[config.mk]
export PLATFORM = sky130hd
export DESIGN_NAME = shiftright_core
export DESIGN_NICKNAME = d
export VERILOG_FILES = /design/src/rtl/shiftright_pkg.sv /design/src/rtl/shiftright_lane.sv /design/src/rtl/shiftright_core.sv
export SDC_FILE = /design/constraint.sdc
export NUM_CORES = 1
export LEC_CHECK = 0
export BUFFER_PORTS_ARGS = -buffer_cell sky130_fd_sc_hd__buf_2
export CAP_MARGIN = 10
export CORE_MARGIN = 2
export CORE_UTILIZATION = 40
export DETAILED_ROUTE_END_ITERATION = 10
export PLACE_DENSITY_LB_ADDON = 0.3
export SLEW_MARGIN = 25
export SYNTH_ARGS = -nofsm -noshare
export SYNTH_HDL_FRONTEND = slang
export SYNTH_SLANG_ARGS = --single-unit
[constraint.sdc]
create_clock -name ce_clk -period 11.55 [get_ports ce_clk]
set_input_delay 1.7325 -clock ce_clk [delete_from_list [all_inputs] [get_ports ce_clk]]
set_output_delay 1.7325 -clock ce_clk [all_outputs]
set_load 0.005 [all_outputs]
[src/rtl/shiftright_pkg.sv]
// shiftright_pkg: register map, field layout and shift clamp helper for shiftright_core
package shiftright_pkg;
  localparam logic [19:0] REG_SHIFT = 20'h00;
  localparam logic [19:0] REG_SAT_COUNT = 20'h04;
  localparam logic [19:0] REG_COMPAT = 20'h08;
  localparam int SHIFT_W = 5;
  localparam int ROUND_BIT = 8;
  localparam logic [31:0] COMPAT = 32'h0001_0000;
  localparam logic [SHIFT_W-1:0] SHIFT_MIN = 5'h18;
  localparam logic [SHIFT_W-1:0] SHIFT_MAX = 5'h0f;
  // Left shifts beyond 8 would overflow the 24-bit working width, so -16..-9 become -8
  function automatic logic [SHIFT_W-1:0] clamp_shift(input logic [SHIFT_W-1:0] s);
    return (s[SHIFT_W-1] && s < SHIFT_MIN) ? SHIFT_MIN : s;
  endfunction
endpackage

[src/rtl/shiftright_lane.sv]
// shiftright_lane: one signed 16-bit lane, stage 1 shift/round to 24 bits, stage 2 saturate
module shiftright_lane
  import shiftright_pkg::*;
(
  input  logic                      clk,
  input  logic                      en1,
  input  logic                      en2,
  input  logic signed [15:0]        x,
  input  logic        [SHIFT_W-1:0] shift,
  input  logic                      round,
  output logic        [15:0]        y,
  output logic                      sat
);
  logic [3:0] ra, la;
  logic signed [16:0] rnd;
  logic signed [23:0] w_d, w;
  logic hi, lo;
  assign ra = shift[3:0];
  assign la = 4'(-shift);
  assign rnd = {x[15], x} + (17'(round && ra != 4'd0) << (ra - 4'd1));
  assign w_d = shift[SHIFT_W-1] ? 24'(x) <<< la : 24'(rnd >>> ra);
  assign hi = w > 24'sd32767;
  assign lo = w < -24'sd32768;
  assign sat = hi || lo;
  always_ff @(posedge clk) begin
    if (en1) w <= w_d;
    if (en2) y <= hi ? 16'h7fff : lo ? 16'h8000 : w[15:0];
  end
endmodule

[src/rtl/shiftright_core.sv]
// shiftright_core: sc16 arithmetic shift with round/saturate, CtrlPort registers, context passthrough
module shiftright_core
  import shiftright_pkg::*;
#(
  parameter int CHDR_W = 64,
  parameter int SAT_CNT_W = 32
) (
  input  logic              ce_clk,
  input  logic              ce_rst,
  input  logic              s_ctrlport_req_wr,
  input  logic              s_ctrlport_req_rd,
  input  logic [19:0]       s_ctrlport_req_addr,
  input  logic [31:0]       s_ctrlport_req_data,
  output logic              s_ctrlport_resp_ack,
  output logic [31:0]       s_ctrlport_resp_data,
  input  logic [31:0]       s_in_payload_tdata,
  input  logic              s_in_payload_tkeep,
  input  logic              s_in_payload_tlast,
  input  logic              s_in_payload_tvalid,
  output logic              s_in_payload_tready,
  output logic [31:0]       m_out_payload_tdata,
  output logic              m_out_payload_tkeep,
  output logic              m_out_payload_tlast,
  output logic              m_out_payload_tvalid,
  input  logic              m_out_payload_tready,
  input  logic [CHDR_W-1:0] s_in_context_tdata,
  input  logic [3:0]        s_in_context_tuser,
  input  logic              s_in_context_tlast,
  input  logic              s_in_context_tvalid,
  output logic              s_in_context_tready,
  output logic [CHDR_W-1:0] m_out_context_tdata,
  output logic [3:0]        m_out_context_tuser,
  output logic              m_out_context_tlast,
  output logic              m_out_context_tvalid,
  input  logic              m_out_context_tready
);
  logic [SHIFT_W-1:0] shift_reg, act_shift, eff_shift;
  logic round_reg, act_round, eff_round, sop;
  logic v1, v2, keep1, keep2, last1, last2, adv1, adv2, in_hs, sat_i, sat_q, inc, clr;
  logic [SAT_CNT_W-1:0] sat_cnt;
  logic [31:0] shift_rd, rd_data;
  assign adv2 = !v2 || m_out_payload_tready;
  assign adv1 = !v1 || adv2;
  assign s_in_payload_tready = adv1;
  assign in_hs = s_in_payload_tvalid && adv1;
  // The first beat of a packet uses the live register; later beats reuse what it latched
  assign eff_shift = sop ? clamp_shift(shift_reg) : act_shift;
  assign eff_round = sop ? round_reg : act_round;
  assign clr = s_ctrlport_req_wr && s_ctrlport_req_addr == REG_SAT_COUNT;
  assign inc = adv2 && v1 && (sat_i || sat_q);
  always_comb begin
    shift_rd = '0;
    shift_rd[SHIFT_W-1:0] = shift_reg;
    shift_rd[ROUND_BIT] = round_reg;
    rd_data = (s_ctrlport_req_addr == REG_SHIFT) ? shift_rd :
              (s_ctrlport_req_addr == REG_SAT_COUNT) ? 32'(sat_cnt) :
              (s_ctrlport_req_addr == REG_COMPAT) ? COMPAT : 32'd0;
  end
  always_ff @(posedge ce_clk) begin
    if (ce_rst) begin
      v1 <= 1'b0;
      v2 <= 1'b0;
      sop <= 1'b1;
      shift_reg <= '0;
      round_reg <= 1'b0;
      act_shift <= '0;
      act_round <= 1'b0;
      sat_cnt <= '0;
      s_ctrlport_resp_ack <= 1'b0;
      s_ctrlport_resp_data <= '0;
    end else begin
      if (adv1) begin
        v1 <= s_in_payload_tvalid;
        keep1 <= s_in_payload_tkeep;
        last1 <= s_in_payload_tlast;
      end
      if (adv2) begin
        v2 <= v1;
        keep2 <= keep1;
        last2 <= last1;
      end
      if (in_hs) begin
        sop <= s_in_payload_tlast;
        act_shift <= eff_shift;
        act_round <= eff_round;
      end
      if (s_ctrlport_req_wr && s_ctrlport_req_addr == REG_SHIFT) begin
        shift_reg <= s_ctrlport_req_data[SHIFT_W-1:0];
        round_reg <= s_ctrlport_req_data[ROUND_BIT];
      end
      if (clr) sat_cnt <= '0;
      else if (inc && !(&sat_cnt)) sat_cnt <= sat_cnt + 1'b1;
      s_ctrlport_resp_ack <= s_ctrlport_req_wr || s_ctrlport_req_rd;
      s_ctrlport_resp_data <= s_ctrlport_req_rd ? rd_data : 32'd0;
    end
  end
  shiftright_lane u_lane_i (
    .clk(ce_clk), .en1(adv1), .en2(adv2), .x(s_in_payload_tdata[31:16]),
    .shift(eff_shift), .round(eff_round), .y(m_out_payload_tdata[31:16]), .sat(sat_i)
  );
  shiftright_lane u_lane_q (
    .clk(ce_clk), .en1(adv1), .en2(adv2), .x(s_in_payload_tdata[15:0]),
    .shift(eff_shift), .round(eff_round), .y(m_out_payload_tdata[15:0]), .sat(sat_q)
  );
  assign m_out_payload_tvalid = v2;
  assign m_out_payload_tkeep = keep2;
  assign m_out_payload_tlast = last2;
  assign m_out_context_tdata = s_in_context_tdata;
  assign m_out_context_tuser = s_in_context_tuser;
  assign m_out_context_tlast = s_in_context_tlast;
  assign m_out_context_tvalid = s_in_context_tvalid;
  assign s_in_context_tready = m_out_context_tready;
endmodule

==> results.env <==
RUN_STATUS='finished, final reports clean'
MIN_PERIOD_OVER_PERIOD=0.643
POST_CTS_RESIZED=0
INITIAL_CORE_UTIL=0.409
H-TREE-DEPTH=4
SYNTH_FLOP_CELL='sky130_fd_sc_hd__edfxtp_1'
N_ANTENNA_CELL=0
POST-ROUTE-MIN-PERIOD_PS=7420
GRT_ANTENNA_BEFORE_REPAIR=0
CTS_TREE='yes'
COMMONEST_NON_FILL_NON_TAP_CELLS_IN_THE_LAYOUT='sky130_fd_sc_hd__nor2_1 (161), sky130_fd_sc_hd__nand2_1 (160), sky130_fd_sc_hd__buf_2 (134)'
CTS_BUFFER_DEPTH=2
SYNTH_ASYNC_SR_FLOP_SHARE=0
FINAL_MAX_SLEW_VIOL_COUNT=0
SYNTH-WARNING-COUNT=0
TIMING.MAX_SLEW.REL_SLACK=0.319
CTS.SINK_COUNT=164
SYNTH_EDF_COUNT=84
DESIGN.CORE.AREA_SQ_UM=31800
WORST-ENDPOINT-REQUIRED_PS=11700
STD_CELL_ROWS=65
SYNTH.DISTINCT_CELLS=97
CTS.REPORTEDPATHS.CLKPINSLEW_PS=70
POST-CTS-SETUP-BUFFER-COUNT=0
CLK-INSERTION-DELAY-LATE_PS=420
DR_WL_MET3_UM=4000
SETUP.WORST_PATH.CLASS='reg2reg'
DIE_Y_UM=184
FF2FF_PATH_DEPTH=22
ROUTEDWLPERCELL_UM=20.4
HOLD_PATH_CLASS='reg2reg'
GLOBALPLACE.CONGESTION=0.970
WORSTMARGINPINSLEW_PS=1020
ROUTED_VIA_DENSITY=6.01
TIMING.CRITICAL_PATH.TO_TYPE='flop'
DRIVE_GT1_FRAC=0.162
ACHIEVABLE-FREQUENCY_GHz=0.135
TOTALWIRELENGTH_UM=40900
NETS=1751
CTS-ROOT-BUF='sky130_fd_sc_hd__clkbuf_16'
CTS_INSERTED_BUFFERS=17
GRT_USE_TOTAL=0.238
YOSYSSEQAREASHARE=0.317
PIN_COUNT_OF_THE_BIGGEST_NET_ENTERING_GLOBAL_ROUTING=65
AVGSYNTHCELLAREA_SQ_UM=8.34
BOUNDARYPINS=303
CP_MAX_FO=63
FLOW.AREA_GROWTH_FROM_SYNTHESIS_PCT=8.13
UNREPAIRED_SETUP_ENDPOINTS_AFTER_GLOBAL_ROUTING='false'
DETAIL-ROUTE-ANTENNA-NETS=0
HOLD-WORST-SLACK_PS=428
CRIT_PATH_START_KIND='flop'
SYNTH_TOP_CELL_BY_AREA='sky130_fd_sc_hd__edfxtp_1'
DRT_PRE_ANTENNA_ITERS=5
POSTLAYOUTCOREUTIL=0.442
DIE_AREA_SQ_UM=33900
FINAL-SETUP-VIOL-COUNT=0
MET2_LENGTH_UM=17200
ROUTED.TOP_LAYER='met4'
SYNTH_CELL_AREA_SQ_UM=13000
IO_BUFFERS=134
FIN_SETUP_TNS_PS=0
FINAL_COMMON_CELL='sky130_fd_sc_hd__nor2_1'
TIMING.MAX_CAP.VIOLATIONS=0
WIRE_LENGTH_OF_THE_FIRST_GLOBAL_ROUTING_PASS_UM=62700
POST-ROUTE-DRC-COUNT=0
DIE_X_UM=184
POST-ROUTE-CELL-AREA_SQ_UM=14000
SYNTH_TOP_AREA_FRAC=0.194
TOTAL_COUNT_OF_HOLD_CHECK_FAILURES_IN_THE_FINAL_REPORT=0
WORST-ENDPOINT-ARRIVAL_PS=7580
DR.FIRST_ITER.DRC_COUNT=1449
MIN_DELAY_PATH_DEPTH=0
GR-TOTAL-OVERFLOW=0
CTS-HOLD-FIX-BUFFERS=0
SYNTH_AREA_LEADERS='sky130_fd_sc_hd__edfxtp_1 (19%), sky130_fd_sc_hd__dfxtp_1 (12%), sky130_fd_sc_hd__mux2i_1 (8.6%)'
POST_SYNTHESIS_NET_COUNT=1750
POWER.TOTAL_uW=1440
P_LEAK_uW=0.00578
REG_TOP3='s_ctrlport_resp_data: 32 flops, sat_cnt: 32 flops'
POWER.DENSITY_CELL_AREA_nW_PER_UM2=102
MET1WIRELENGTH_UM=18400
VIA_COUNT_OF_THE_FIRST_GLOBAL_ROUTING_PASS=11000
WORST_CLOCK_SKEW_PS=14.5
ROUTE.VIAS.TOTAL=12100
IRDROPWORSTVDD_mV=0.104
POST_SYNTH_INST_COUNT=1558
POST-DP-HPWL_UM=30900
SEQ_CELLS_POST_SYNTH=164
PLACEDINSTANCEAREA_SQ_UM=13500
==> routing by layer <==
| layer | vias to the layer above | global-route usage |
|---|---|---|
| met2 | 616 | 0.343 |
| met5 | - | 0 |
| met3 | 96 | 0.0541 |
| met4 | 0 | 0.0915 |
| met1 | 5676 | 0.343 |
| li1 | 5684 | - |
==> final cells by class <==
class / instances / area (sq um)
Multi-Input combinational cell: 1200 / 7910
Clock inverter: 12 / 95.1
Sequential cell: 164 / 4120
Timing Repair Buffer: 154 / 821
Clock buffer: 20 / 467
Fill cell: 3208 / 17800
Tap cell: 435 / 544
Inverter: 22 / 82.6
==> path summary, 6_finish.rpt <==
kind	from	end	slack, ps
max	sop$_SDFFE_PP1P_	u_lane_q.w[2]$_DFFE_PN_	4130
max reg2reg	sop$_SDFFE_PP1P_	u_lane_q.w[2]$_DFFE_PN_	4130
min reg2reg	keep1$_DFFE_PP_	m_out_payload_tkeep$_DFFE_PP_	430
min	keep1$_DFFE_PP_	m_out_payload_tkeep$_DFFE_PP_	430
==> critical path: stages (launching register included) <==
cell                       delay [ps]
sky130_fd_sc_hd__dfxtp_1          810
sky130_fd_sc_hd__nor2b_1          180
sky130_fd_sc_hd__a31o_4           330
sky130_fd_sc_hd__inv_2            230
sky130_fd_sc_hd__buf_4            640
sky130_fd_sc_hd__nand2_1          230
sky130_fd_sc_hd__nor2_1           400
sky130_fd_sc_hd__nand2_1          240
sky130_fd_sc_hd__o21ai_0          400
sky130_fd_sc_hd__nand2_1          200
sky130_fd_sc_hd__nor3_1           360
sky130_fd_sc_hd__ha_1             430
sky130_fd_sc_hd__a21o_1           270
sky130_fd_sc_hd__and2_1           180
sky130_fd_sc_hd__or2_2            280
sky130_fd_sc_hd__and2_1           160
sky130_fd_sc_hd__nand2b_1         140
sky130_fd_sc_hd__a211oi_1         300
sky130_fd_sc_hd__a211oi_1         150
sky130_fd_sc_hd__mux2i_1          460
sky130_fd_sc_hd__a21oi_1          220
sky130_fd_sc_hd__o32ai_1          390
sky130_fd_sc_hd__o21ai_1          120
==> synthesized netlist by cell type (all sizes together), types with 10 or more instances <==
cell and n:
a2111oi 12, a211oi 20, a21o 63, a21oi 110
a31oi 17, a41oi 10, and2 34, and3 24
buf 90, clkbuf 82, dfxtp 80, edfxtp 84
ha 29, inv 22, mux2i 117, nand2 162
nand3 62, nand4 12, nor2 164, nor3 36
nor4 12, o211ai 18, o21ai 69, o22ai 11
o31ai 12, or3 13, xnor2 29, xor2 28
==> per-stage QoR <==
step	setup WS, ps	std cells
2_1_floorplan	5220	1558
4_1_cts	4160	2007
3_5_place_dp	4190	1975
3_3_place_gp	4340	1975
5_1_grt	3650	2007
6_report	4130	2007
==> report_power, final <==
part	internal, uW	switching, uW
clock	296	228
sequential	651	12.8
combinational	87.3	162
total	1030	403
==> cell families (layout without fill, tap and decap cells) <==
logic type	count (synthesis)	in the layout	share of synthesized area
AND/OR/NAND/NOR	563	563	0.204
AO/OA/AOI/OAI	428	428	0.234
buffers and inverters	194	208	0.0783
flip-flops	164	164	0.317
multiplexers	123	123	0.0981
XOR/XNOR	57	57	0.0402
adder cells (fa/ha/maj)	29	29	0.0279
Note: power is estimated with default switching activity, not from simulation.
